File: config.mk
export PLATFORM = sky130hd
export DESIGN_NAME = uart_tx_fifo
export DESIGN_NICKNAME = d
export VERILOG_FILES = /design/src/rtl/uart_tx_fifo.sv
export SDC_FILE = /design/constraint.sdc
export NUM_CORES = 1
export LEC_CHECK = 0
export CAP_MARGIN = 30
export CORE_ASPECT_RATIO = 1.1
export CORE_MARGIN = 2
export CORE_UTILIZATION = 60
export DETAILED_ROUTE_END_ITERATION = 10
export GPL_ROUTABILITY_DRIVEN = 0
export PLACE_DENSITY = 0.78
export SYNTH_ARGS = -nofsm -noshare
export SYNTH_HDL_FRONTEND = slang
export SYNTH_SLANG_ARGS = --single-unit
File: constraint.sdc
create_clock -name clk -period 7.9 [get_ports clk]
set_clock_uncertainty 0.1 [all_clocks]
set_input_delay 1.185 -clock clk [delete_from_list [all_inputs] [get_ports clk]]
set_output_delay 1.185 -clock clk [all_outputs]
set_load 0.1 [all_outputs]
File: src/rtl/uart_tx_fifo.sv
// Buffered UART transmitter: a power-of-two TX FIFO feeding a framer with configurable
// data width, parity and stop bits, timed by an internal baud divider.
module uart_tx_fifo #(
  parameter int FREQ       = 50000000,
  parameter int BAUDRATE   = 9600,
  parameter int DATA_BITS  = 8,
  parameter int PARITY     = 0,
  parameter int STOP_BITS  = 1,
  parameter int FIFO_DEPTH = 16
) (
  input  logic                          clk,
  input  logic                          reset,
  input  logic                          wr_en,
  input  logic [DATA_BITS-1:0]          wr_data,
  output logic                          full,
  output logic                          empty,
  output logic [$clog2(FIFO_DEPTH):0]   level,
  output logic                          overflow,
  output logic                          busy,
  output logic                          serial_out
);

  localparam int DIV = FREQ / BAUDRATE;
  localparam int AW  = $clog2(FIFO_DEPTH);
  localparam int CW  = $clog2(STOP_BITS * DIV);
  localparam int BW  = $clog2(DATA_BITS);

  localparam logic [CW-1:0] BIT_END  = CW'(DIV - 1);
  localparam logic [CW-1:0] STOP_END = CW'(STOP_BITS * DIV - 1);
  localparam logic [BW-1:0] LAST_BIT = BW'(DATA_BITS - 1);
  localparam logic [AW:0]   DEPTH_L  = (AW + 1)'(FIFO_DEPTH);

  typedef enum logic [2:0] {S_IDLE, S_START, S_DATA, S_PARITY, S_STOP} state_e;

  logic [DATA_BITS-1:0] mem_q [FIFO_DEPTH];
  logic [AW-1:0]        wr_ptr_q, wr_ptr_d, rd_ptr_q, rd_ptr_d;
  logic [AW:0]          level_q, level_d;
  logic                 full_q, full_d, empty_q, empty_d, overflow_q, overflow_d;
  logic                 push, pop;

  state_e               state_q, state_d;
  logic [CW-1:0]        baud_q, baud_d;
  logic [BW-1:0]        bit_q, bit_d;
  logic [DATA_BITS-1:0] shift_q, shift_d;
  logic                 par_q, par_d;
  logic [DATA_BITS-1:0] head;
  logic                 head_par;

  // Admission uses the registered full flag, so a pop on the same edge never frees room.
  assign push     = wr_en && !full_q;
  assign head     = mem_q[rd_ptr_q];
  assign head_par = (PARITY == 2) ? ^head : ~^head;

  always_comb begin
    wr_ptr_d   = wr_ptr_q;
    rd_ptr_d   = rd_ptr_q;
    level_d    = level_q;
    overflow_d = wr_en && full_q;
    if (push) wr_ptr_d = wr_ptr_q + AW'(1);
    if (pop)  rd_ptr_d = rd_ptr_q + AW'(1);
    case ({push, pop})
      2'b10:   level_d = level_q + (AW + 1)'(1);
      2'b01:   level_d = level_q - (AW + 1)'(1);
      default: level_d = level_q;
    endcase
    full_d  = (level_d == DEPTH_L);
    empty_d = (level_d == '0);
  end

  always_ff @(posedge clk) begin
    if (push) mem_q[wr_ptr_q] <= wr_data;
  end

  always_ff @(posedge clk or negedge reset) begin
    if (!reset) begin
      wr_ptr_q   <= '0;
      rd_ptr_q   <= '0;
      level_q    <= '0;
      full_q     <= 1'b0;
      empty_q    <= 1'b1;
      overflow_q <= 1'b0;
    end else begin
      wr_ptr_q   <= wr_ptr_d;
      rd_ptr_q   <= rd_ptr_d;
      level_q    <= level_d;
      full_q     <= full_d;
      empty_q    <= empty_d;
      overflow_q <= overflow_d;
    end
  end

  always_ff @(posedge clk or negedge reset) begin
    if (!reset) begin
      state_q <= S_IDLE;
      baud_q  <= '0;
      bit_q   <= '0;
      shift_q <= '0;
      par_q   <= 1'b0;
    end else begin
      state_q <= state_d;
      baud_q  <= baud_d;
      bit_q   <= bit_d;
      shift_q <= shift_d;
      par_q   <= par_d;
    end
  end

  // The baud counter restarts on every load, keeping bit edges locked to the frame start.
  always_comb begin
    state_d = state_q;
    baud_d  = baud_q;
    bit_d   = bit_q;
    shift_d = shift_q;
    par_d   = par_q;
    pop     = 1'b0;
    case (state_q)
      S_IDLE: begin
        if (!empty_q) begin
          pop     = 1'b1;
          state_d = S_START;
          baud_d  = '0;
          shift_d = head;
          par_d   = head_par;
        end
      end
      S_START: begin
        if (baud_q == BIT_END) begin
          baud_d  = '0;
          bit_d   = '0;
          state_d = S_DATA;
        end else begin
          baud_d = baud_q + CW'(1);
        end
      end
      S_DATA: begin
        if (baud_q == BIT_END) begin
          baud_d  = '0;
          shift_d = shift_q >> 1;
          bit_d   = bit_q + BW'(1);
          if (bit_q == LAST_BIT) state_d = (PARITY != 0) ? S_PARITY : S_STOP;
        end else begin
          baud_d = baud_q + CW'(1);
        end
      end
      S_PARITY: begin
        if (baud_q == BIT_END) begin
          baud_d  = '0;
          state_d = S_STOP;
        end else begin
          baud_d = baud_q + CW'(1);
        end
      end
      S_STOP: begin
        if (baud_q == STOP_END) begin
          baud_d = '0;
          if (!empty_q) begin
            pop     = 1'b1;
            state_d = S_START;
            shift_d = head;
            par_d   = head_par;
          end else begin
            state_d = S_IDLE;
          end
        end else begin
          baud_d = baud_q + CW'(1);
        end
      end
      default: state_d = S_IDLE;
    endcase
  end

  always_comb begin
    serial_out = 1'b1;
    busy       = (state_q != S_IDLE);
    case (state_q)
      S_START:  serial_out = 1'b0;
      S_DATA:   serial_out = shift_q[0];
      S_PARITY: serial_out = par_q;
      default:  serial_out = 1'b1;
    endcase
  end

  assign full     = full_q;
  assign empty    = empty_q;
  assign level    = level_q;
  assign overflow = overflow_q;

endmodule
# Word-level counts from Yosys, hierarchy flattened

Memories as Yosys holds them, arrays and structs flattened.
Index checks and enable logic that the tools add are counted.

Register bits after elaboration: 44
Bits in writable memories: 128
Bits of input ports: 11
Output and inout bits: 10
Logic and storage cells: 78
Memories: 1

$add $sub $neg: 6
Eq/ne operators: 15
Muxes and demuxes: 28
Reductions and logical operators: 17

Memory list:

| memory | words | width | read ports | clocked after Yosys merged registers in | write ports | RTL line | text |
|---|---|---|---|---|---|---|---|
| mem_q  | 16    | 8     | 1          | 0                                       | 1           | 35       | `logic [DATA_BITS-1:0] mem_q [FIFO_DEPTH];` |

Operators by type and width:

| cell                                             | number |
|---|---|
| two-way mux 13 bit                               | 2 |
| one-hot mux 13 bit (2 select lines)              | 1 |
| two-way mux 3 bit                                | 8 |
| two-way mux 8 bit                                | 3 |
| one-hot mux 8 bit (3 select lines)               | 1 |
| one-hot mux 3 bit (5 select lines)               | 1 |
| adder 13 x 1 -> 13 bit, second input constant    | 1 |
| == test 13 bit, second input constant            | 1 |
| != test 2 bit, second input constant             | 6 |
| one-hot mux 5 bit (2 select lines)               | 1 |
| adder 4 x 1 -> 4 bit, second input constant      | 2 |
| XNOR reduction 8 bit                             | 1 |
| two-way mux 1 bit                                | 7 |
| == test 3 x 2 -> 1 bit, second input constant    | 2 |
| == test 3 bit, second input constant             | 2 |
| one-hot mux 3 bit (2 select lines)               | 1 |
| AND reduction 3 bit                              | 2 |
| AND reduction 6 bit                              | 1 |
| nonzero test 2 bit                               | 3 |
| nonzero test 3 bit                               | 2 |
| adder 5 x 1 -> 5 bit, second input constant      | 1 |
| == test 5 bit, second input constant             | 1 |
| zero test 5 bit                                  | 1 |
| subtractor 5 x 1 -> 5 bit, second input constant | 1 |
| other kinds (11)                                 | 14 |

# Depth between registers and ports, before layout

Word-level depth: 6
Mapped depth: 13
Mapped depth without buffers: 12

# Least setup slack after synthesis

Ideal clock, no wire load.

Kind: input -> register
Start: input wr_en
End: register full_q (netlist: full)
Setup time: 96 ps
Arrival time: 3292 ps
Required time: 7704 ps
Setup slack: 4412 ps
Stages: 11
Path buffers: 1
Path through: nor2b_1 buf_2 inv_1 nand2_1 nor2_2 ha_1 a311oi_1 a211oi_1 a211oi_2 nand4b_1 a311oi_2

Cells in the longest elaborated chain, start to end: 4
Elaborated cells between the ends (all ways): 5
Those cells by class: eq/ne: 3; mux: 1; reduce/logical: 1

Ends and longest elaborated chain:

| what                                                           | RTL line | text |
|---|---|---|
| from (decl)                                                    | 13       | `input logic wr_en,` |
| logical AND 1 bit (*)                                          | 50       | `assign push = wr_en && !full_q;` |
| == test 2 x 1 -> 1 bit / == test 2 bit (equally long branches) | 61       | `case ({push, pop})` |
| one-hot mux 5 bit (2 select lines) (*)                         | 61       |  |
| == test 5 bit (*)                                              | 66       | `full_d = (level_d == DEPTH_L);` |
| named net full_d                                               | 38       | `logic full_q, full_d, empty_q, empty_d, overflow_q, overflow_d;` |
| to (signal assigned)                                           | 86       | `full_q <= full_d;` |
| to (decl)                                                      | 38       |  |

The timed path passes the listed nets; every way through them passes the cells marked *.
A chain may end at the register's enable or synchronous reset.

# Worst setup path after layout

Ends and elaborated chain as after synthesis.

==> flow_metrics.env <==
export IMPL_status="complete, no violations"
export IMPL_hpwl_um=8970
export IMPL_crit_path_cell_trace="clkdlybuf4s50_1, nor2b_1, inv_1, nand2_1, nor2_2, ha_1, a311oi_1, a211oi_1, a211oi_2, nand4b_1, a311oi_2"
export IMPL_clkSinkCount=172
export IMPL_seqPwrFrac_pct=40.5
export IMPL_tritoncts="done"
export IMPL_synth_seq_area_share_pct=66.7
export IMPL_async_flop_share_pct=25.6
export IMPL_drv_cap=0
export IMPL_dpl_worst_slack_ns=3.67
export IMPL_worst_setup_path_type="in2reg"
export IMPL_cts_made_buffers=17
export IMPL_num_io_pins=21
export IMPL_drtIter0Drc=463
export IMPL_ys_seq_elements=172
export IMPL_cts_setup_buffers=0
export IMPL_ant_nets=0
export IMPL_syn_inst=478
export IMPL_slowest_stage="clkdlybuf4s50_1"
export IMPL_fin_crit_sh_pct=49.1
export IMPL_rrSetupSlack_ns=4.57
export IMPL_layout_cells_most_common_list="edfxtp_1 (128), dfrtp_1 (41), nand2_1 (38)"
export IMPL_crit_path_end_kind="flop"
export IMPL_min_path_type="reg2reg"
export IMPL_fmax_ghz=0.258
export IMPL_cp_slowest_stage_delay_ns=0.46
export IMPL_grt_total_usage_pct=23.1
export IMPL_viasPerCell=6.24
export IMPL_hold_buffers=0
export IMPL_drive_above_1_share_pct=15.9
export IMPL_switching_share_pct=34.6
export IMPL_yosys_top_cells_area="edfxtp_1 (52%), dfrtp_1 (15%), mux4_2 (9.7%)"
export IMPL_p_leak_nw=2.96
export IMPL_grt_setup_unrepaired="no"
export IMPL_grt_max_degree=45
export IMPL_yosys_area_top_type="edfxtp_1"
export IMPL_core_um2=12000
export IMPL_pwr_share_comb_pct=33.5
export IMPL_cts_root_buf="clkbuf_16"
export IMPL_dieWidth_um=110
export IMPL_final_common_cell="edfxtp_1"
export IMPL_clkLatencyLatePin_ns=0.42
export IMPL_hold_viol=0
export IMPL_syn_avg_cell_area_um2=15.5
export IMPL_first_global_vias=4119
export IMPL_dr_pass1_iters=5
export IMPL_tightest_slew_ns=0.979
export IMPL_wl_per_cell_um=21.1
export IMPL_setup_tns_ns=0
export IMPL_die_area_um2=13300
export IMPL_grt_antenna_before_repair=0
export IMPL_grt_first_pass_wirelength_um=22200
export IMPL_crit_fanout=8
export IMPL_drv_slew=0
export IMPL_pwr_share_clk_pct=26.0
export IMPL_ctsLongestPathBuffers=2
export IMPL_post_cts_resized=0
export IMPL_holdWs_ns=0.387
export IMPL_htree_levels=4
export IMPL_nNetsFinal=519
export IMPL_power_density_nw_per_um2=374
export IMPL_die_h_um=121
export IMPL_num_vias=4137
export IMPL_area_growth_synth_to_final_pct=11.9
export IMPL_postSynthNetCount=500
export IMPL_yosysTopAreaCellShare_pct=51.8
export IMPL_synth_area_um2=7420
export IMPL_synth_cell_types=54
export IMPL_ir_drop_mv=0.290
export IMPL_worstPathRequired_ns=8.13
export IMPL_initial_core_util_pct=61.7
export IMPL_nFillCells=781
export IMPL_ys_flop_type="edfxtp_1"
export IMPL_routed_wl_um=14000
export IMPL_setup_viol=0
export IMPL_fp_row_count=42
export IMPL_switching_power_mw=1.07
export IMPL_clk_pin_slew_ns=0.06
export IMPL_period_minus_slack_ns=3.88
export IMPL_slew_headroom_pct=34.5
export IMPL_synth_edf_count=128
export IMPL_synth_yosys_warnings=0
export IMPL_grt_overflow_total=0
export IMPL_fin_ws_ns=4.02
export IMPL_port_buffers=20
export IMPL_crit_arrival_ns=4.11
export IMPL_drc=0
export IMPL_cp_start_kind="input port"
export IMPL_intPower_mw=2.03
export IMPL_num_antenna_cells=0
==> through the flow <==
step / power, mW / instance area [um^2] / std cells / utilization (%)
final: 3.10 / 8300 / 663 / 69.0
after global placement: 2.27 / 7700 / 630 / 64.0
after detailed placement: 2.31 / 7710 / 631 / 64.1
after global routing: 3.25 / 8300 / 663 / 69.0
after floorplan: 2.07 / 7420 / 478 / -
after CTS: 3.12 / 8280 / 662 / 68.8
==> cell families after synthesis <==
logic type      synth area share [%]
compound gates                  7.74
xor+xnor                        2.70
fa+ha+maj                       1.85
buf+inv                         1.92
flops                           66.7
mux                             10.4
simple gates                    8.68
==> state kept, by name, indices dropped and copies added, names as in the netlist <==
register and cells:
shift_q 8, full 1, level 5, state_q 3
overflow 1, par_q 1, bit_q 3, baud_q 13
wr_ptr_q 4, rd_ptr_q 4, empty 1, mem_q 128
==> layer usage <==
layer	vias to the layer above	share of wire [%]	track usage (%)
met3	19	4.7	4.53
met2	121	53	37.8
li1	1877	-	-
met4	0	1.9	9.41
met5	-	0	0
met1	2120	40	30.2
==> Yosys cell counts, types with 11 or more instances <==
cell,count
nor2_1,14
xnor2_1,13
a22oi_1,14
ha_1,11
o21ai_0,25
edfxtp_1,128
mux4_2,32
dfrtp_1,43
clkbuf_1,13
nand2_1,38
and2_1,20
a21oi_1,20
==> power by group through the flow <==
stage / clock network, mW / logic (mW) / registers, mW
after detailed placement: 0 / 1.04 / 1.27
after global routing: 0.850 / 1.13 / 1.27
after CTS: 0.818 / 1.05 / 1.26
final: 0.806 / 1.04 / 1.26
after global placement: 0 / 1.01 / 1.26
after floorplan: 0 / 0.754 / 1.32
==> layout make-up <==
class,count,area [um^2],share of cell area [%]
Tap cell,154,193,2.32
Multi-Input combinational cell,275,2330,28.1
Inverter,8,30.0,0.362
Clock buffer,18,429,5.17
Timing Repair Buffer,23,228,2.74
Clock inverter,13,141,1.70
Sequential cell,172,4950,59.6
==> path summary, 6_finish.rpt <==
path                                  from          to  depth (start not counted)
worst max-delay path                 wr_en        full                         11
worst min-delay path            shift_q[1]  shift_q[1]                          2
worst max register to register  state_q[1]        full                          9
worst min register to register  shift_q[1]  shift_q[1]                          2
max in group asynchronous            reset       empty                          2
min in group asynchronous            reset   baud_q[1]                          1
==> worst max-delay path: cells and delay by family <==
family | cells | cell delay (ns)
compound gates | 4 | 1.06
fa+ha+maj | 1 | 0.39
simple gates | 4 | 0.82
buf+inv | 2 | 0.65
No activity file was read; power rests on OpenSTA's default activity.
